**src/rtl/nibble_bus_writer.sv**
```systemverilog
// nibble_bus_writer
//
// Upstream command stage for the TBB1143 sound core. Register writes {addr, data}
// are queued in a small FIFO. Each write is then sent over the core's 4-bit write
// bus as three bus writes: the address nibble (A0=1), then the data low nibble,
// then the data high nibble (A0=0). Every bus write uses programmable
// setup/strobe/hold timing.
//
// Ports
//   CLK         system clock, rising edge
//   RST         synchronous, active-high reset
//   cmd_valid   host offers {cmd_addr, cmd_data} this cycle
//   cmd_ready   FIFO can accept; a push happens when cmd_valid & cmd_ready
//   cmd_addr    core register address
//   cmd_data    register value
//   D           bus data nibble to core D0..D3
//   A0          1 = address nibble, 0 = data nibble
//   WR          write strobe to core, active high
//   busy        FIFO non-empty or a bus write sequence still visible on the bus
//   fifo_level  number of entries currently stored in the FIFO
//
// All outputs are registered. D/A0/WR are decoded from the FSM state of the
// previous cycle. As a result the bus lags the FSM by one cycle, with a uniform
// offset across all phases.

module nibble_bus_writer #(
    parameter int unsigned FIFO_DEPTH = 4,
    parameter int unsigned SETUP_CYC  = 1,
    parameter int unsigned STROBE_CYC = 2,
    parameter int unsigned HOLD_CYC   = 1
) (
    input  logic                          CLK,
    input  logic                          RST,
    input  logic                          cmd_valid,
    output logic                          cmd_ready,
    input  logic [3:0]                    cmd_addr,
    input  logic [7:0]                    cmd_data,
    output logic [3:0]                    D,
    output logic                          A0,
    output logic                          WR,
    output logic                          busy,
    output logic [$clog2(FIFO_DEPTH):0]   fifo_level
);

    localparam int unsigned PtrW   = $clog2(FIFO_DEPTH);
    localparam int unsigned LevelW = PtrW + 1;
    localparam int unsigned CntW   = 8;

    localparam logic [LevelW-1:0] LevelFull  = LevelW'(FIFO_DEPTH);
    localparam logic [CntW-1:0]   SetupLast  = CntW'(SETUP_CYC - 1);
    localparam logic [CntW-1:0]   StrobeLast = CntW'(STROBE_CYC - 1);
    localparam logic [CntW-1:0]   HoldLast   = CntW'(HOLD_CYC - 1);

    typedef enum logic [1:0] {
        StIdle,
        StSetup,
        StStrobe,
        StHold
    } state_e;

    // ------------------------------------------------------------------
    // Command FIFO
    // ------------------------------------------------------------------
    logic [11:0]       mem_q [FIFO_DEPTH];
    logic [PtrW-1:0]   wr_ptr_q, wr_ptr_d;
    logic [PtrW-1:0]   rd_ptr_q, rd_ptr_d;
    logic [LevelW-1:0] level_q, level_d;
    logic              ready_q;
    logic              push;
    logic              pop;
    logic              fifo_nonempty;
    logic [11:0]       fifo_head;

    // ready_q only reflects the registered level, so it never depends on a pop
    // happening in the same cycle.
    assign push          = cmd_valid & ready_q;
    assign fifo_nonempty = (level_q != '0);
    assign fifo_head     = mem_q[rd_ptr_q];

    always_comb begin
        wr_ptr_d = wr_ptr_q;
        rd_ptr_d = rd_ptr_q;
        level_d  = level_q;
        if (push) begin
            wr_ptr_d = wr_ptr_q + PtrW'(1);
        end
        if (pop) begin
            rd_ptr_d = rd_ptr_q + PtrW'(1);
        end
        unique case ({push, pop})
            2'b10:   level_d = level_q + LevelW'(1);
            2'b01:   level_d = level_q - LevelW'(1);
            default: level_d = level_q;
        endcase
    end

    // Storage is datapath only; validity is tracked by the pointers and level.
    always_ff @(posedge CLK) begin
        if (push) begin
            mem_q[wr_ptr_q] <= {cmd_addr, cmd_data};
        end
    end

    // ------------------------------------------------------------------
    // Bus sequencer
    // ------------------------------------------------------------------
    state_e          state_q, state_d;
    logic [CntW-1:0] cnt_q, cnt_d;
    logic [1:0]      nibble_q, nibble_d;
    logic [11:0]     work_q, work_d;

    always_comb begin
        state_d  = state_q;
        cnt_d    = cnt_q;
        nibble_d = nibble_q;
        work_d   = work_q;
        pop      = 1'b0;

        case (state_q)
            StIdle: begin
                if (fifo_nonempty) begin
                    pop      = 1'b1;
                    work_d   = fifo_head;
                    nibble_d = 2'd0;
                    cnt_d    = '0;
                    state_d  = StSetup;
                end
            end

            StSetup: begin
                if (cnt_q == SetupLast) begin
                    cnt_d   = '0;
                    state_d = StStrobe;
                end else begin
                    cnt_d = cnt_q + CntW'(1);
                end
            end

            StStrobe: begin
                if (cnt_q == StrobeLast) begin
                    cnt_d   = '0;
                    state_d = StHold;
                end else begin
                    cnt_d = cnt_q + CntW'(1);
                end
            end

            StHold: begin
                if (cnt_q == HoldLast) begin
                    cnt_d = '0;
                    if (nibble_q != 2'd2) begin
                        nibble_d = nibble_q + 2'd1;
                        state_d  = StSetup;
                    end else if (fifo_nonempty) begin
                        // Chain straight into the next command without an idle cycle.
                        pop      = 1'b1;
                        work_d   = fifo_head;
                        nibble_d = 2'd0;
                        state_d  = StSetup;
                    end else begin
                        nibble_d = 2'd0;
                        state_d  = StIdle;
                    end
                end else begin
                    cnt_d = cnt_q + CntW'(1);
                end
            end

            default: begin
                state_d = StIdle;
            end
        endcase
    end

    // ------------------------------------------------------------------
    // Output decode (registered one cycle behind the FSM)
    // ------------------------------------------------------------------
    logic [3:0] d_sel;
    logic       busy_d;
    logic       wr_q;
    logic       a0_q;
    logic [3:0] d_q;
    logic       busy_q;

    always_comb begin
        case (nibble_q)
            2'd0:    d_sel = work_q[11:8];
            2'd1:    d_sel = work_q[3:0];
            default: d_sel = work_q[7:4];
        endcase
    end

    // state_q is included so busy covers the last hold phase still on the bus.
    assign busy_d = (state_d != StIdle) || (level_d != '0) || (state_q != StIdle);

    always_ff @(posedge CLK) begin
        if (RST) begin
            wr_ptr_q <= '0;
            rd_ptr_q <= '0;
            level_q  <= '0;
            ready_q  <= 1'b1;
            state_q  <= StIdle;
            cnt_q    <= '0;
            nibble_q <= 2'd0;
            work_q   <= '0;
            wr_q     <= 1'b0;
            a0_q     <= 1'b0;
            d_q      <= 4'h0;
            busy_q   <= 1'b0;
        end else begin
            wr_ptr_q <= wr_ptr_d;
            rd_ptr_q <= rd_ptr_d;
            level_q  <= level_d;
            ready_q  <= (level_d != LevelFull);
            state_q  <= state_d;
            cnt_q    <= cnt_d;
            nibble_q <= nibble_d;
            work_q   <= work_d;
            wr_q     <= (state_q == StStrobe);
            a0_q     <= (state_q != StIdle) && (nibble_q == 2'd0);
            d_q      <= (state_q == StIdle) ? 4'h0 : d_sel;
            busy_q   <= busy_d;
        end
    end

    assign cmd_ready  = ready_q;
    assign fifo_level = level_q;
    assign D          = d_q;
    assign A0         = a0_q;
    assign WR         = wr_q;
    assign busy       = busy_q;

endmodule

```
**config.mk**
```make
export PLATFORM = sky130hd
export DESIGN_NAME = nibble_bus_writer
export DESIGN_NICKNAME = d
export VERILOG_FILES = /design/src/rtl/nibble_bus_writer.sv
export SDC_FILE = /design/constraint.sdc
export NUM_CORES = 1
export LEC_CHECK = 0
export ABC_CLOCK_PERIOD_IN_PS = 4000
export CAP_MARGIN = 5
export CORE_ASPECT_RATIO = 0.5
export CORE_MARGIN = 3
export CORE_UTILIZATION = 60
export CTS_CLUSTER_DIAMETER = 120
export CTS_CLUSTER_SIZE = 12
export DETAILED_ROUTE_END_ITERATION = 16
export PLACE_DENSITY = 0.85
export REMOVE_ABC_BUFFERS = 1
export SETUP_SLACK_MARGIN = 0.4
export SYNTH_ARGS = -nofsm -noshare
export SYNTH_HDL_FRONTEND = slang
export SYNTH_SLANG_ARGS = --single-unit
```
**constraint.sdc**
```tcl
create_clock -name CLK -period 4 [get_ports CLK]
set_input_delay 0.8 -clock CLK [delete_from_list [all_inputs] [get_ports CLK]]
set_output_delay 0.8 -clock CLK [all_outputs]
set_load 0.01 [all_outputs]
```
After elaboration in Yosys (flattened, before gate mapping). Memory sizes are Yosys's and may differ from the RTL's. A register that Yosys moved wholly into a read port is not among the register bits. Cells that the tools add are included.

Bitwise gates (word level): 1. Equality and inequality tests: 12. Reduce and logical (&&, ||, !) cells: 15. $add $sub $neg: 6. Mux-type cells: 29.

Operators by type and width (count): $mux W12 (3); $mux W8 (3); $pmux W12 S2 (1); $pmux W8 S3 (1); $mux W2 (9); $add A8 B1 Y8 const B (1); $eq A8 B1 Y1 const B (1); $logic_not A8 Y1 (1); $ne A2 B2 Y1 const B (4); $pmux W2 S4 (1); $pmux W4 S2 (1); $mux W1 (7); $add A2 B1 Y2 const B (3); $eq A2 B1 Y1 const B (3); $eq A2 B2 Y1 const B (3); $pmux W3 S2 (1); $reduce_and A3 Y1 (2); $reduce_bool A2 Y1 (3); $reduce_bool A3 Y1 (2); $logic_not A2 Y1 (2); $pmux W2 S2 (1); $reduce_or A2 Y1 (2); $add A3 B1 Y3 const B (1); $ne A3 B3 Y1 const B (1); 5 further kinds (6).

Logic and storage cells: 76. Memory bits (writable): 48. Memories kept: 1. Input port bits: 15. Flip-flop bits (word level): 39.

Memory list: mem_q (depth 4, width 12, rd ports 1, clocked after Yosys merged registers in 1, write ports 1, RTL line 64) `logic [11:0] mem_q [FIFO_DEPTH];`.

Depth between registers and ports, before layout. Gate-level depths: netlist of run 1.

Depth in word-level cells: 10. Depth in mapped cells: 13.

Least setup slack after synthesis of run 1. No wires, ideal clock.

Kind: reg-to-reg. Start: register state_q[1]. End: register busy_q, in the netlist busy. Required time: 3.926 ns. Path buffers: 0. Period minus slack after synthesis: 2.663 ns. Slack: 1.337 ns. Cell stages (with the launch flop): 12. Arrival: 2.588 ns. Setup time: 0.074 ns. Cell sequence: dfxtp_1 -> ha_1 -> and4b_1 -> a31oi_1 -> nor3_2 -> ha_1 -> inv_1 -> fa_1 -> nor2b_1 -> mux2_2 -> and3_1 -> a31oi_1.

Longest elaborated chain between the ends: 7. Elaborated cells between the ends (all ways): 18.

Ends and longest elaborated chain: start, declared (RTL line 107) `state_e state_q, state_d;`; start signal, assigned (RTL line 202) `state_q <= StIdle;`; start signal, assigned (RTL line 215) `state_q <= state_d;`; $eq A2 B2 Y1 / $logic_not A2 Y1 (equally long branches) (RTL line 119) `case (state_q)`; $pmux W1 S2 (*) (RTL line 119); named net pop (RTL line 70) `logic pop;`; $eq A2 B1 Y1 / $eq A2 B2 Y1 (equally long branches) (RTL line 90) `unique case ({push, pop})`; $pmux W3 S2 (*) (RTL line 90); $reduce_bool A3 Y1 (*) (RTL line 194) `assign busy_d = (state_d != StIdle) || (level_d != '0) || (state_q != StIdle);`; $logic_or A1 B1 Y1 (*) (2 in a row) (RTL line 194); end signal, assigned (RTL line 222) `busy_q <= busy_d;`; end, declared (RTL line 183) `logic busy_q;`.

The timed path passes the listed nets; every way through them passes the cells marked *. A chain may end at the register's enable or synchronous reset.

Worst setup path after layout of run 1. Same ends and word-level chain as after synthesis.

==> metrics.cfg, run 1 <==
[sta]
fmax_mhz=338
worst_pin_slew_ps=938
rsz0062_at_grt=no
setup_tns_ps=0
hold_violations=0
drv_slew=0
timing.final.crit_share=0.739
max_slew_margin=0.375
layout_min_cycle_time_ps=2960
fin_skew_ps=7.15
finalSetupViolations=0

[clocking]
cts_buffers=9
cts_hold_buf=0
cts_setup_buffers=0
htree_levels=3
post_cts_resized=0
clk_latency_ps=340
ctsLongestPathBuffers=2
cts_root_buffer=clkbuf_16
clk_pin_slew_ps=60
cts_tree=built
clock_sinks=89

[synthesis]
synth_area_per_cell_um2=13.3
synth_common_cells=48 x edfxtp_1, 41 x dfxtp_1, 33 x nor2_1
ys_seq_area_frac=0.604
synth.most_common_cell=edfxtp_1
synth-edff-count=48
synth_top_area_share=0.385
ys_types=45
ys_async_sr_fraction=0
ys_warn_count=0
yosys.area.top_type=edfxtp_1
synth_area_leaders=edfxtp_1 38%, dfxtp_1 22%, mux4_2 7.2%
ys_ff_latch=89
syn_area_mm2=0.00374
synthFlopType=edfxtp_1
synth_cells=282

[power]
cellLeakagePower_nw=1.50
p_per_area_mw_per_mm2=640
irDropWorstVdd_mv=0.459

[floorplan]
die_h_um=61.9
rows=19
pin_count=26
start_util=0.651
core-area_mm2=0.00575
fp.dieW_um=118
dieArea_mm2=0.00728

[finish]
seq_area_mm2=0.00226
diodes=0
drive_above_1_share=0.112
fillers=385
multi_input_area_mm2=0.00139
nNetsFinal=337
fin_cells=397
area_growth_pct=15.4

[route]
first_pass_iters=4
drtAntennaViolNets=0
drc=0
vias=2266
viasPerCell=5.71
dr.first_iter.drc_count=212
wire_per_inst_um=18.0
wl_mm=7.14

[worst_setup_path]
r2r_cells=11
start_kind=flip-flop
r2r-start=state_q[1]
endpoint=busy
rr_endpoint=busy
cp_slowest_stage_delay_ps=420
crit_arrival_ps=3220
worstSetupStartpoint=state_q[1]
path_cells=ha_1, and4b_1, a31oi_1, nor3_2, ha_1, inv_1, fa_1, nor2b_1, mux2_2, and3_1, a31oi_1
worst_path_max_delay_cell=fa_1
worst_ep_required_time_ps=4260
endpoint_kind=flip-flop
r2r_setup_slack_ps=1040
crit_type=reg2reg
crit_fanout=8

[grt]
grt_use_total=0.213
antenna_found_initial=0
grt_first_pass_wirelength_mm=11.5
overflow=0
grt_max_degree=33
grt_pass1_vias=2294

[placed_design]
portBuffers=25
place_inst=381
gp_congestion=0.793
place_hpwl_mm=4.55

[worst_hold_path]
whs_path_depth=2
holdCritPathClass=reg2reg

[run_status]
status=finished clean

[run]
maxCapViolCount=0

[per-layer routing]
metal | part of all wire | global-route usage | routed length [um]
met5 | 0 | 0 | 0
met4 | 0.021 | 0.0983 | 150
met3 | 0.042 | 0.0579 | 298
met2 | 0.52 | 0.385 | 3680
met1 | 0.42 | 0.251 | 3010
[power by group]
part	internal, W	switching, W	total, W	leakage [nW]
clock network	0.000421	0.000337	0.000757	0.128
logic	0.000364	0.000412	0.000776	0.601
registers	0.00112	0.000112	0.00123	0.775
[through the flow]
step	hold slack [ps]	setup slack [ps]	area [um2]	utilization	power [W]
after floorplan	456	1340	3690	-	0.00178
after global placement	473	1060	4060	0.705	0.00196
after detailed placement	481	974	4060	0.705	0.00201
after CTS	490	1040	4320	0.751	0.00278
after global routing	508	809	4320	0.751	0.00291
final	486	1040	4320	0.751	0.00277
[critical path, delay by kind of cell, from the launching register on]
family | cells | cell delay, ps
compound gates | 2 | 250
fa+ha+maj | 3 | 1000
buf+inv | 1 | 60
flops | 1 | 400
mux | 1 | 270
simple gates | 4 | 900
[registers in the layout, summed over array words and instances (netlist names), named ones only]
signal,flops
A0,1
D,4
WR,1
busy,1
cmd_ready,1
cnt_q,8
fifo_level,3
mem_q,48
nibble_q,2
rd_ptr_q,2
state_q,2
work_q,12
wr_ptr_q,2
[how the worst min path moves through the flow]
stage	startpoint	end	slack (ps)
finish	cnt_q[1]	cnt_q[1]	490
global route	cnt_q[1]	cnt_q[1]	510
CTS	cnt_q[1]	cnt_q[1]	490
detailed placement	work_q[11]	work_q[11]	480
global placement	work_q[10]	work_q[10]	470
floorplan	cnt_q[1]	cnt_q[1]	460
[cell families after synthesis]
logic type,after synthesis,synth area share
and+or+nand+nor,82,0.110
buffers and inverters,22,0.0247
adders and majority gates,14,0.0488
muxes,36,0.137
xor gates and xnor gates,5,0.0117
DFF,89,0.604
AOI/OAI and AO/OA,34,0.0642
[cell type report]
| cell class | count | area share |
|---|---|---|
| clock buffer | 11 | 0.0538 |
| sequential | 89 | 0.523 |
| inverter | 11 | 0.00955 |
| timing repair buffer | 26 | 0.0596 |
| multi-input combinational | 171 | 0.322 |
| clock inverter | 5 | 0.00781 |
| tap | 84 | 0.0243 |
[cells in the final DEF (no fill, tap or decap), types with 2 or more instances in the layout]
cell,Yosys,routed
a31o_2,2,2
nor3b_1,2,2
edfxtp_1,48,48
clkbuf_16,0,9
clkdlybuf4s50_1,0,25
clkbuf_1,6,2
nor2_1,33,33
ha_1,13,13
a21oi_1,18,18
nor2b_1,2,2
a31oi_1,2,2
inv_1,11,11
nand2b_1,2,2
dfxtp_1,41,41
mux2i_1,23,23
o21ai_0,2,2
nand2_1,12,12
xor2_1,2,2
nand4_1,2,2
xnor2_1,3,3
and3_1,6,6
mux4_2,12,12
nand3_1,9,9
nor3_1,6,6
Power figures use the tool's default switching activity.
==> run 2, diff against run 1 <==
ABC_CLOCK_PERIOD_IN_PS = 2800   (was 4000)
CORE_UTILIZATION = 58   (was 60)
PLACE_DENSITY = 0.83   (was 0.85)
clock period = 2.8 ns   (was 4 ns; I/O delays follow)
==> metrics.cfg, run 2 (synthesis results as in run 1) <==
[placed_design]
place_hpwl_mm=4.63  ; was 4.55 mm
portBuffers=25  ; unchanged
gp_congestion=0.840  ; was 0.793

[clocking]
cts_root_buffer=clkbuf_16  ; unchanged
htree_levels=3  ; unchanged
clk_latency_ps=340  ; about the same
cts_buffers=9  ; unchanged
clk_pin_slew_ps=70  ; was 60 ps
cts_tree=built  ; unchanged
cts_hold_buf=0  ; unchanged
clock_sinks=89  ; unchanged
ctsLongestPathBuffers=2  ; unchanged

[power]
irDropWorstVdd_mv=0.808  ; was 0.459 mV
cellLeakagePower_nw=1.66  ; was 1.50 nW
p_per_area_mw_per_mm2=942  ; was 640 mW/mm2

[finish]
area_growth_pct=23.1  ; was 15.4%
reg.largest.list=mem_q (48), work_q (12), cnt_q (8)  ; unchanged
nNetsFinal=359  ; was 337
seq_area_mm2=0.00227  ; was 0.00226 mm2
largest_reg_flops=48  ; unchanged
fillers=346  ; was 385
top_register=mem_q  ; unchanged
final_common_cell=edfxtp_1  ; unchanged
diodes=0  ; unchanged
drive_above_1_share=0.224  ; was 0.112
final_cell_mix=48 x edfxtp_1, 36 x dfxtp_1, 33 x nor2_1  ; was 48 x edfxtp_1, 41 x dfxtp_1, 33 x nor2_1
multi_input_area_mm2=0.00144  ; was 0.00139 mm2

[worst_setup_path]
crit_type=reg2reg  ; unchanged
worst_ep_required_time_ps=3070  ; was 4260 ps
r2r_cells=12  ; was 11
r2r_setup_slack_ps=180  ; was 1040 ps
crit_arrival_ps=2890  ; was 3220 ps
start_kind=flip-flop  ; unchanged
rr_endpoint=busy  ; unchanged
r2r-start=cnt_q[1]  ; was state_q[1]
endpoint_kind=flip-flop  ; unchanged
crit_fanout=2  ; was 8

[grt]
grt_pass1_vias=2410  ; was 2294
grt_max_degree=34  ; was 33
overflow=0  ; unchanged
grt_first_pass_wirelength_mm=12.3  ; was 11.5 mm
grt_use_total=0.215  ; was 0.213
antenna_found_initial=0  ; unchanged

[sta]
fin_skew_ps=7.34  ; was 7.15 ps
worst_pin_slew_ps=606  ; was 938 ps
hold_violations=0  ; unchanged
drv_slew=0  ; unchanged
worst_hold_slack_ps=502  ; was 486 ps
layout_min_cycle_time_ps=2620  ; was 2960 ps
finalSetupViolations=0  ; unchanged
setup_tns_ps=0  ; unchanged
rsz0062_at_grt=yes  ; was no
timing.final.crit_share=0.935  ; was 0.739
fmax_mhz=382  ; was 338 MHz
max_slew_margin=0.595  ; was 0.375

[route]
wire_per_inst_um=17.9  ; was 18.0 um
vias=2411  ; was 2266
dr.first_iter.drc_count=238  ; was 212
viasPerCell=5.75  ; was 5.71
first_pass_iters=4  ; unchanged
drc=0  ; unchanged
drtAntennaViolNets=0  ; unchanged
wl_mm=7.51  ; was 7.14 mm

[worst_hold_path]
hold_end=work_q[6]  ; was cnt_q[1]
holdCritPathClass=reg2reg  ; unchanged
whs_path_depth=2  ; unchanged
worstHoldStart=work_q[6]  ; was cnt_q[1]

[run]
maxCapViolCount=0  ; unchanged

[floorplan]
dieArea_mm2=0.00752  ; was 0.00728 mm2
start_util=0.640  ; was 0.651
rows=19  ; unchanged
die_h_um=62.8  ; was 61.9 um
core-area_mm2=0.00585  ; was 0.00575 mm2
pin_count=26  ; unchanged
fp.dieW_um=120  ; was 118 um

[run_status]
status=finished clean  ; unchanged

==> run 2: repair_timing <==
item	CTS	global route
pin swaps	10	5
setup buffers	6	2
setup endpoints to repair	3	3
resized for setup	20	1
==> run 2: layer usage <==
layer | GRT usage | share of wire
met2 | 0.367 | 0.51
met1 | 0.249 | 0.42
met4 | 0.0927 | 0.017
met5 | 0 | 0
met3 | 0.0750 | 0.056
==> run 2: worst max-delay path by stage <==
stage	startpoint	endpoint	slack [ps]	depth (start not counted)
after floorplan	state_q[1]	busy	140	11
after global placement	cmd_valid	busy	160	9
after detailed placement	cnt_q[0]	busy	90	12
after CTS	cnt_q[1]	busy	300	12
after global routing	cnt_q[1]	busy	100	12
final	cnt_q[1]	busy	180	12
==> run 2: where the power goes <==
part	leakage [nW]	switching (W)	internal, W
Combinational	0.722	0.000682	0.000664
Clock	0.161	0.000503	0.000746
Sequential	0.778	0.000141	0.00161
Total	1.66	0.00133	0.00302
==> run 2: final cells by class <==
type | count | share of cell area
sequential | 89 | 0.493
multi-input combinational | 171 | 0.313
timing repair buffer | 48 | 0.0917
clock buffer | 12 | 0.0627
tap | 84 | 0.0228
inverter | 11 | 0.00896
clock inverter | 4 | 0.00760
==> run 2: critical path, stage by stage, from the launching register on <==
cell and delay, ps:
dfxtp_2 320, inv_2 70, ha_4 140, and4b_1 220, a31oi_1 110, nor3_2 250, ha_2 250, inv_2 40
fa_2 420, nor2b_4 150, mux2_4 270, and3_4 180, a31oi_1 140
==> run 2: metrics by stage <==
stage | instance area (um2) | setup WS [ps] | util | power [W] | instances
detailed placement | 4160 | 94.7 | 0.712 | 0.00294 | 395
floorplan | 3690 | 137 | - | 0.00254 | 271
CTS | 4590 | 295 | 0.785 | 0.00430 | 417
global route | 4610 | 102 | 0.788 | 0.00456 | 419
global placement | 4160 | 162 | 0.712 | 0.00288 | 395
finish | 4610 | 182 | 0.788 | 0.00434 | 419
==> run 3, diff against run 2 <==
SLEW_MARGIN = 10   (was default)
==> results of run 3 <==
The final DEF is identical to that of run 2; final timing and power are the same.
